==> src/rtl/stepper_move_sequencer.sv <==
// Move sequencer for one stepper driver channel: trapezoidal speed profile
// around a commanded step count, with step feedback counting and controlled abort.
//
// state  | meaning
// -------+--------------------------------------------------------------
// IDLE   | waiting for a command, driver disabled
// ACCEL  | ramping speed up by accel each ramp tick, capped at vmax
// CRUISE | holding vmax until the remaining steps fit the ramp-down
// DECEL  | ramping speed down by accel each ramp tick, floored at MIN_SPEED
// DONE   | one-cycle completion pulse, driver disabled
module stepper_move_sequencer #(
    parameter int unsigned RAMP_TICK = 250000,
    parameter logic [9:0]  MIN_SPEED = 10'd16
) (
    input  logic        clock,
    input  logic        reset,
    input  logic        cmd_valid,
    output logic        cmd_ready,
    input  logic        cmd_dir,
    input  logic [23:0] cmd_steps,
    input  logic [9:0]  cmd_vmax,
    input  logic [7:0]  cmd_accel,
    input  logic        abort,
    input  logic        step_in,
    output logic [9:0]  speed,
    output logic        dir_out,
    output logic        run_en,
    output logic        busy,
    output logic        done,
    output logic        aborted,
    output logic [23:0] steps_done
);

    localparam int unsigned TICK_W = (RAMP_TICK > 1) ? $clog2(RAMP_TICK) : 1;
    localparam logic [TICK_W-1:0] TICK_LOAD = TICK_W'(RAMP_TICK - 1);

    typedef enum logic [2:0] {
        S_IDLE,
        S_ACCEL,
        S_CRUISE,
        S_DECEL,
        S_DONE
    } state_t;

    state_t state, state_nxt;

    logic              step_q;
    logic [23:0]       remaining, remaining_nxt;
    logic [23:0]       steps_done_q, steps_done_nxt;
    logic [23:0]       ramp_steps, ramp_steps_nxt;
    logic [TICK_W-1:0] tick_cnt, tick_cnt_nxt;
    logic [9:0]        vmax_q, vmax_nxt;
    logic [7:0]        accel_q, accel_nxt;
    logic              dir_q, dir_nxt;
    logic [9:0]        speed_q, speed_nxt;
    logic              abort_flag, abort_flag_nxt;

    logic              rise;
    logic              moving;
    logic              tick;
    logic [10:0]       accel_sum;
    logic [10:0]       decel_diff;
    logic [9:0]        accel_speed;
    logic [9:0]        decel_speed;
    logic [23:0]       rem_dec;
    logic [23:0]       rem_clamp;

    assign rise   = step_in & ~step_q;
    assign moving = (state == S_ACCEL) || (state == S_CRUISE) || (state == S_DECEL);
    assign tick   = moving && (tick_cnt == '0);

    // 11-bit arithmetic so neither the overshoot past vmax nor the undershoot
    // below zero can wrap before the clamp is applied.
    assign accel_sum   = {1'b0, speed_q} + {3'b000, accel_q};
    assign accel_speed = (accel_sum > {1'b0, vmax_q}) ? vmax_q : accel_sum[9:0];
    assign decel_diff  = {1'b0, speed_q} - {3'b000, accel_q};
    assign decel_speed = (decel_diff[10] || (decel_diff[9:0] < MIN_SPEED)) ? MIN_SPEED
                                                                           : decel_diff[9:0];

    assign rem_dec   = rise ? (remaining - 24'd1) : remaining;
    assign rem_clamp = (rem_dec < ramp_steps) ? rem_dec : ramp_steps;

    always_ff @(posedge clock) begin
        if (reset) begin
            state        <= S_IDLE;
            step_q       <= 1'b0;
            remaining    <= '0;
            steps_done_q <= '0;
            ramp_steps   <= '0;
            tick_cnt     <= '0;
            vmax_q       <= '0;
            accel_q      <= '0;
            dir_q        <= 1'b0;
            speed_q      <= '0;
            abort_flag   <= 1'b0;
        end else begin
            state        <= state_nxt;
            step_q       <= step_in;
            remaining    <= remaining_nxt;
            steps_done_q <= steps_done_nxt;
            ramp_steps   <= ramp_steps_nxt;
            tick_cnt     <= tick_cnt_nxt;
            vmax_q       <= vmax_nxt;
            accel_q      <= accel_nxt;
            dir_q        <= dir_nxt;
            speed_q      <= speed_nxt;
            abort_flag   <= abort_flag_nxt;
        end
    end

    always_comb begin
        state_nxt      = state;
        remaining_nxt  = remaining;
        steps_done_nxt = steps_done_q;
        ramp_steps_nxt = ramp_steps;
        tick_cnt_nxt   = tick_cnt;
        vmax_nxt       = vmax_q;
        accel_nxt      = accel_q;
        dir_nxt        = dir_q;
        speed_nxt      = speed_q;
        abort_flag_nxt = abort_flag;

        case (state)
            S_IDLE: begin
                if (cmd_valid) begin
                    dir_nxt        = cmd_dir;
                    remaining_nxt  = cmd_steps;
                    vmax_nxt       = (cmd_vmax < MIN_SPEED) ? MIN_SPEED : cmd_vmax;
                    accel_nxt      = cmd_accel;
                    steps_done_nxt = '0;
                    ramp_steps_nxt = '0;
                    tick_cnt_nxt   = TICK_LOAD;
                    abort_flag_nxt = 1'b0;
                    if (cmd_steps == 24'd0) begin
                        state_nxt = S_DONE;
                    end else begin
                        state_nxt = S_ACCEL;
                        speed_nxt = MIN_SPEED;
                    end
                end
            end

            S_ACCEL, S_CRUISE, S_DECEL: begin
                tick_cnt_nxt = tick ? TICK_LOAD : (tick_cnt - TICK_W'(1));

                if (rise) begin
                    remaining_nxt  = rem_dec;
                    steps_done_nxt = steps_done_q + 24'd1;
                    if ((state == S_ACCEL) && (ramp_steps != 24'hFFFFFF))
                        ramp_steps_nxt = ramp_steps + 24'd1;
                end

                if (tick && (state == S_ACCEL))
                    speed_nxt = accel_speed;
                else if (tick && (state == S_DECEL))
                    speed_nxt = decel_speed;

                // The last step wins over everything, so an abort racing it
                // never marks a fully completed move as aborted.
                if (rise && (remaining == 24'd1)) begin
                    state_nxt = S_DONE;
                end else if (state == S_DECEL) begin
                    if (abort)
                        abort_flag_nxt = 1'b1;
                end else if (abort) begin
                    remaining_nxt  = rem_clamp;
                    abort_flag_nxt = 1'b1;
                    state_nxt      = (rem_clamp == 24'd0) ? S_DONE : S_DECEL;
                end else if (remaining <= ramp_steps) begin
                    state_nxt = S_DECEL;
                end else if ((state == S_ACCEL) && (speed_q == vmax_q)) begin
                    state_nxt = S_CRUISE;
                end
            end

            S_DONE: begin
                state_nxt = S_IDLE;
            end

            default: begin
                state_nxt = S_IDLE;
            end
        endcase
    end

    assign cmd_ready  = (state == S_IDLE);
    assign busy       = moving;
    assign run_en     = moving;
    assign speed      = moving ? speed_q : 10'd0;
    assign dir_out    = dir_q;
    assign done       = (state == S_DONE);
    assign aborted    = (state == S_DONE) && abort_flag;
    assign steps_done = steps_done_q;

endmodule

==> config.mk <==
export PLATFORM = sky130hd
export DESIGN_NAME = stepper_move_sequencer
export DESIGN_NICKNAME = d
export VERILOG_FILES = /design/src/rtl/stepper_move_sequencer.sv
export SDC_FILE = /design/constraint.sdc
export NUM_CORES = 1
export LEC_CHECK = 0
export BUFFER_PORTS_ARGS = -buffer_cell sky130_fd_sc_hd__buf_4
export CAP_MARGIN = 20
export CORE_UTILIZATION = 30
export CTS_BUF_LIST = sky130_fd_sc_hd__clkbuf_8 sky130_fd_sc_hd__clkbuf_16
export CTS_CLUSTER_DIAMETER = 80
export DETAILED_ROUTE_END_ITERATION = 6
export GPL_TIMING_DRIVEN = 0
export HOLD_SLACK_MARGIN = 0.15
export PLACE_DENSITY_LB_ADDON = 0.3
export SETUP_SLACK_MARGIN = 0.02
export SYNTH_ARGS = -nofsm -noshare
export SYNTH_HDL_FRONTEND = slang
export SYNTH_SLANG_ARGS = --single-unit
==> constraint.sdc <==
create_clock -name clock -period 5.2 [get_ports clock]
set_input_delay 0.26 -clock clock [delete_from_list [all_inputs] [get_ports clock]]
set_output_delay 0.26 -clock clock [all_outputs]
set_load 0.02 [all_outputs]
==> impl_results.md, run 1 <==
- Clock skew: around 0.0096 ns
- Cell taking the most area after synthesis: dfxtp_1
- Synth unique cells: about 70
- Wirelength per Cell: around 18 um
- Routed Wire Length: ~29 mm
- DIE AREA: around 30000 um2
- TritonCTS clock tree: yes
- CTS buffer count: 17
- Leak: approximately 0.0042 uW
- PortBufs: 86
- Slowest CP cell: nor4_2
- Register clock-pin slew on the reported worst setup and hold paths: ~0.070 ns
- Core ar.: 28200 um2
- Cells after Synth: about 1100
- Post-layout nets: 1357
- RSZ-0062 raised after global routing: no
- Final worst path period need: between 4 and 5 ns
- Dominant cells by area after synthesis: dfxtp_1 (29%), ha_1 (11%), xnor2_1 (5.1%)
- Maximum VDD drop: about 0.27 mV
- Max Cap Violations: 0
- Share of layout cells above drive strength 1: 0.115
- Post-Syn Area per Cell: between 7 and 8 um2
- Number of global-route vias before repair: just over 8000
- Max Clk Rate: 0.206 GHz
- Most common cell after layout, fill and taps aside: dfxtp_1
- Pre-CTS setup slack: -0.126 ns
- Antenna violations before repair: 0
- Area grow syn2layout: 22.0%
- Crit path DAT: 5.13 ns
- Worst Setup End Kind: flip-flop
- Gr usage total: 0.200
- First-pass GRT wire length: ~45 mm
- Grt ovf: 0
- Tcrit/Tclk final: 0.933
- Clk_lat worst skew: 0.43 ns
- Warnings, synthesis: 0
- Ant. Diodes: 0
- Top_reg_cell synth: dfxtp_1
- Sequential area share after synthesis: 0.285
- Placed Instance Area: 9820 um2
- DP Wirelength: about 22 mm
- Max FO, Critical Path: 10
- EDFF count, synth: 0
- Post-placement cell count: 1569
- Startpoint types: flip-flop
- Worst-margin pin slew: about 1.2 ns
- Iteration-0 DRC Markers: around 740
- Cell area power density: 535 nW/um2
- Residual DRC: 0
- Most frequent cells in the layout: dfxtp_1 (124), nor2_1 (108), nand2_1 (97), buf_4 (87), ha_1 (78)
- Slowest cell delay on critical path: between 0.4 and 0.5 ns
- Drt pass-1 iters: 7
- Critical Path RT: between 5 and 6 ns
- Asr flop ratio synth: 0
- Worst rel slew slack: 0.190
- H-Tree Depth: 4
- Critical path type: reg2reg
- Final setup margin: between 0.3 and 0.4 ns
- Setup violators final: 0
- I/O pins: between 80 and 90
- Final hold vios: 0
- Die Y: about 170 um
- CP cell instances: inv_1 > ha_1 > and4bb_2 > nand4_1 > nor4_1 > xor2_1 > ha_1 > nand4_1 > nor4_2 > o211ai_1 > a21oi_1 > o211ai_1 > nor2_4 > clkbuf_4 > mux2i_1 > o22ai_1
- Finished Layout Cells: 1620
- Slew Viols, Final: 0
- Hold WC Path Type: in2reg
- CTS Buffer Depth: 2
- Drt via density: roughly 5.4
- Sink Count: 124
- Status: complete, no violations
- Initial Util: 0.309
- Post-route cell area: between 10000 and 15000 um2
- Share of the synthesized area in the top cell type: 0.285
- Die Wd: approximately 170 um
- Post-CTS Setup Bufs: 0
- Placement row count: 61
- ANT nets after route: 0
- Root buffer cell: clkbuf_16
- GP Congestion: 0.936
- Largest net degree at the start of global routing: 17
- FF+latch count, synth: between 100 and 150
- Mapped cell area: roughly 8700 um2
- Routed via count: roughly 8700
- Core Util, Final: 0.377
- Syn_nets: 1233
-- registers in the layout (all words and copies together) (netlist names), 3 cells and up --
register and cells:
ramp_steps 24, remaining 24, steps_done 24, tick_cnt 18, speed_q 10, vmax_q 10, accel_q 8, state 3
-- timing repair --
| action | CTS | global route |
|---|---|---|
| pin swaps | 0 | 0 |
| hold buffers | 19 | 0 |
| endpoints found under the hold margin | 19 | 0 |
| setup endpoints to repair | 19 | 20 |
| resized for setup | 2 | 3 |
-- synthesized netlist by cell type (10+ instances only) --
library cell	instances
nand3_1	46
xor2_1	36
nand2_1	97
inv_1	63
clkbuf_1	31
and3_1	16
dfxtp_1	124
or3_1	16
nand4_1	21
mux2i_1	26
nor2_1	109
xnor2_1	51
a21oi_1	75
ha_1	78
o211ai_1	10
o22ai_1	23
nor4_1	27
a22oi_1	20
and2_1	12
nor3_1	41
o21ai_0	41
-- kinds of logic (layout without fill, tap and decap cells) --
kind of cell | count (synthesis) | in the layout | share of synthesized area
and+or+nand+nor | 437 | 437 | 0.252
AOI/OAI and AO/OA | 244 | 244 | 0.179
DFF | 124 | 124 | 0.285
buffers and inverters | 105 | 242 | 0.0466
xor gates and xnor gates | 87 | 87 | 0.0876
adders and majority gates | 80 | 80 | 0.117
muxes | 28 | 28 | 0.0325
-- metrics by stage --
step | setup TNS [ns] | hold slack, ns | total power, uW
after detailed placement | -0.641 | 0.458 | 4390
final | 0 | 0.169 | 5680
after floorplan | 0 | 0.369 | 3490
after global routing | 0 | 0.164 | 6100
after CTS | 0 | 0.153 | 5640
after global placement | -0.126 | 0.448 | 4370
-- final cells by class --
type,instances,area [um2]
Fill cell,2960,17500
Sequential cell,124,2480
Inverter,63,236
Buffer,42,171
Tap cell,378,473
Clock inverter,14,146
Multi-Input combinational cell,876,5830
Clock buffer,18,439
Timing Repair Buffer,105,836
-- critical path: cells and delay by family (launching register included) --
family	cells	cell delay (ns)
buffers and inverters	2	0.50
XOR/XNOR	1	0.18
multiplexers	1	0.31
AND/OR/NAND/NOR	6	1.83
AO/OA/AOI/OAI	4	0.97
flip-flops	1	0.36
adder cells (fa/ha/maj)	2	0.54
-- routing by layer --
metal	GRT usage	vias to the layer above	routed length [um]
met1	0.274	4061	13900
met3	0.0446	47	2040
met5	0	-	0
li1	-	4267	-
met2	0.309	295	12500
met4	0.0643	0	679
-- where the power goes --
part / switching [uW] / internal, uW
registers: 227 / 1120
clock network: 527 / 689
logic: 1940 / 1180
total: 2690 / 2990
-- final timing paths --
path	start	end	slack, ns	depth (start not counted)
worst min-delay path	cmd_steps[21]	remaining[21]	0.17	3
worst min register to register	dir_out	dir_out	0.47	2
worst max register to register	remaining[0]	remaining[4]	0.35	16
worst max-delay path	remaining[0]	remaining[4]	0.35	16
No activity file was read; power rests on OpenSTA's default activity.
==> run 2: changes to the inputs <==
--- a/config.mk
+++ b/config.mk
@@ -13,7 +13,7 @@
 export DETAILED_ROUTE_END_ITERATION = 6
 export GPL_TIMING_DRIVEN = 0
 export HOLD_SLACK_MARGIN = 0.15
-export PLACE_DENSITY_LB_ADDON = 0.3
+export PLACE_DENSITY = 0.55
 export SETUP_SLACK_MARGIN = 0.02
 export SYNTH_ARGS = -nofsm -noshare
 export SYNTH_HDL_FRONTEND = slang
==> impl_results.md, run 2 (same netlist as run 1, synthesis figures left out) <==
- Slew Viols, Final: 0 (unchanged)
- Area grow syn2layout: 22.4%
- Number of global-route vias before repair: 8276 (+2.2%)
- Die Wd: 172 um (unchanged)
- Critical Path RT: 5.47 ns (about the same)
- Origin of the critical flop-to-flop path: remaining[0]
- Die Y: 172 um (unchanged)
- Hold WC Path Type: in2reg
- DP Wirelength: 22.7 mm (+1.7%)
- CTS buffer count: 17 (unchanged)
- Max Clk Rate: 0.204 GHz (-0.81%)
- Post-route cell area: 10700 um2 (+0.31%)
- Slowest CP cell: nor4_2
- H-Tree Depth: 4 (unchanged)
- Initial Util: 0.309 (unchanged)
- Hold Crit Endpoint: remaining[17]
- Post-placement cell count: 1569 (unchanged)
- Max FO, Critical Path: 10 (unchanged)
- Bufs and invs on worst path: 2 (unchanged)
- Post-layout nets: 1358 (+0.074%)
- Maximum VDD drop: 0.256 mV (-6.7%)
- Gr usage total: 0.203 (+0.00269)
- RSZ-0062 raised after global routing: no
- Drt pass-1 iters: 5 (-2)
- Wirelength per Cell: 18.2 um (+1.4%)
- Grt ovf: 0 (unchanged)
- R2r worst-path depth: 16 (unchanged)
- Delay-heaviest family, CP: simple AND/OR/NAND/NOR gates
- Drt via density: 5.38 (+0.54%)
- Iteration-0 DRC Markers: 609 (-17%)
- Setup violators final: 0 (unchanged)
- Largest net degree at the start of global routing: 17 (unchanged)
- Sink Count: 124 (unchanged)
- TritonCTS clock tree: yes
- Worst rel slew slack: 0.141 (-0.0493)
- Routed Wire Length: 29.6 mm (+1.5%)
- Pre-CTS setup slack: -0.131 ns (-0.00546 ns)
- Hold_sp: cmd_steps[17]
- Placement row count: 61 (unchanged)
- Register clock-pin slew on the reported worst setup and hold paths: 0.06 ns (about the same)
- Status: complete, no violations
- Core ar.: 28200 um2 (unchanged)
- Cell area power density: 540 nW/um2 (+0.97%)
- Startpoint types: flip-flop
- Most frequent cells in the layout: dfxtp_1 (124), nor2_1 (108), nand2_1 (97), buf_4 (87), ha_1 (78)
- Fillers: 2918 (-1.4%)
- Slowest cell delay on critical path: 0.42 ns (about the same)
- R2R setup slack: 0.31 ns (-0.04 ns)
- Final setup margin: 0.310 ns (-0.0395 ns)
- Max Cap Violations: 0 (unchanged)
- Multi-input gate area: 5830 um2 (unchanged)
- Antenna violations before repair: 0 (unchanged)
- GP Congestion: 0.928 (-0.79%)
- Ant. Diodes: 0 (unchanged)
- FF-to-FF End: remaining[4]
- DIE AREA: 29700 um2 (unchanged)
- Core Util, Final: 0.378 (+0.00116)
- I/O pins: 88 (unchanged)
- ANT nets after route: 0 (unchanged)
- Final hold vios: 0 (unchanged)
- Share of layout cells above drive strength 1: 0.116 (+0.000712)
- PortBufs: 86 (unchanged)
- Register area: 2480 um2 (unchanged)
- Worst-margin pin slew: 1.28 ns (+0.0734 ns)
- Worst Setup End Kind: flip-flop
- Final worst path period need: 4.89 ns (+0.0395 ns)
- Clk_lat worst skew: 0.43 ns (about the same)
- Hold depth: 3 (unchanged)
- CP cell instances: inv_1 > ha_1 > and4bb_2 > nand4_1 > nor4_1 > xor2_1 > ha_1 > nand4_1 > nor4_2 > o211ai_1 > a21oi_1 > o211ai_1 > nor2_4 > clkbuf_4 > mux2i_1 > o22ai_1
- CTS Buffer Depth: 2 (unchanged)
- Post-CTS Setup Bufs: 0 (unchanged)
- Placed Instance Area: 9820 um2 (unchanged)
- Tcrit/Tclk final: 0.940 (+0.00760)
- Overall power: 5750 uW (+1.3%)
- Crit path DAT: 5.16 ns (+0.03 ns)
- Finished Layout Cells: 1621 (+0.062%)
- Leak: 0.00423 uW (+0.49%)
- Root buffer cell: clkbuf_16
- Routed via count: 8722 (+0.60%)
- Residual DRC: 0 (unchanged)
- First-pass GRT wire length: 45.8 mm (+1.2%)
- Critical path type: reg2reg
- Clock skew: 0.0121 ns (+0.00248 ns)
- Most common cell after layout, fill and taps aside: dfxtp_1
[run 2: cell types whose count changed in the layout (fill, tap and decap cells not counted)]
cell        before  now
clkinv_4         2    1
inv_8            2    3
bufinv_16        1    2
buf_2            5    4
clkinvlp_4       2    1
clkbuf_2         0    1
clkbuf_4         1    2
[run 2: cell type report]
cell class | instances | area share
buffer | 42 | 0.0163
clock buffer | 18 | 0.0412
clock inverter | 14 | 0.0161
inverter | 63 | 0.0222
multi-input combinational | 876 | 0.548
sequential | 124 | 0.233
tap | 378 | 0.0444
timing repair buffer | 106 | 0.0789
[run 2: through the flow]
stage,hold WS [ns],setup TNS (ns)
after detailed placement,0.458,-1.60
after global placement,0.448,-0.173
after global routing,0.163,0
after floorplan,0.369,0
after CTS,0.156,0
final,0.165,0
[run 2: per-layer routing]
layer,GRT usage,share of wire,vias to the layer above
met5,0,0,-
met4,0.0720,0.027,0
met3,0.0391,0.063,45
met2,0.317,0.44,275
met1,0.276,0.47,4143
li1,-,-,4259
[run 2: what timing repair did]
item | in CTS | in global routing
hold buffers | 19 | 0
setup endpoints to repair | 20 | 20
gates cloned | 0 | 0
endpoints found under the hold margin | 19 | 0
resized for setup | 2 | 4
pin swaps | 0 | 0
[run 2: worst max path at each step]
stage / from / to / slack [ns] / depth (start not counted)
floorplan: remaining[3] / remaining[2] / 1.35 / 16
finish: remaining[0] / remaining[4] / 0.31 / 16
global route: remaining[0] / remaining[4] / 0.03 / 16
detailed placement: remaining[4] / remaining[4] / -0.13 / 16
CTS: remaining[0] / remaining[4] / 0.14 / 16
global placement: remaining[4] / remaining[4] / -0.04 / 16
[run 2: worst register-to-register path: stages (launching register included)]
cell and delay [ns]:
dfxtp_1 0.36, inv_1 0.17, ha_1 0.22, and4bb_2 0.35
nand4_1 0.29, nor4_1 0.34, xor2_1 0.17, ha_1 0.34
nand4_1 0.17, nor4_2 0.42, o211ai_1 0.19, a21oi_1 0.32
o211ai_1 0.36, nor2_4 0.30, clkbuf_4 0.33, mux2i_1 0.27
o22ai_1 0.11
[run 2: power breakdown]
group          switching (uW)  total (uW)  internal [uW]
registers                 229        1350           1120
clock network             526        1270            740
logic                    1950        3140           1180
total                    2710        5750           3050
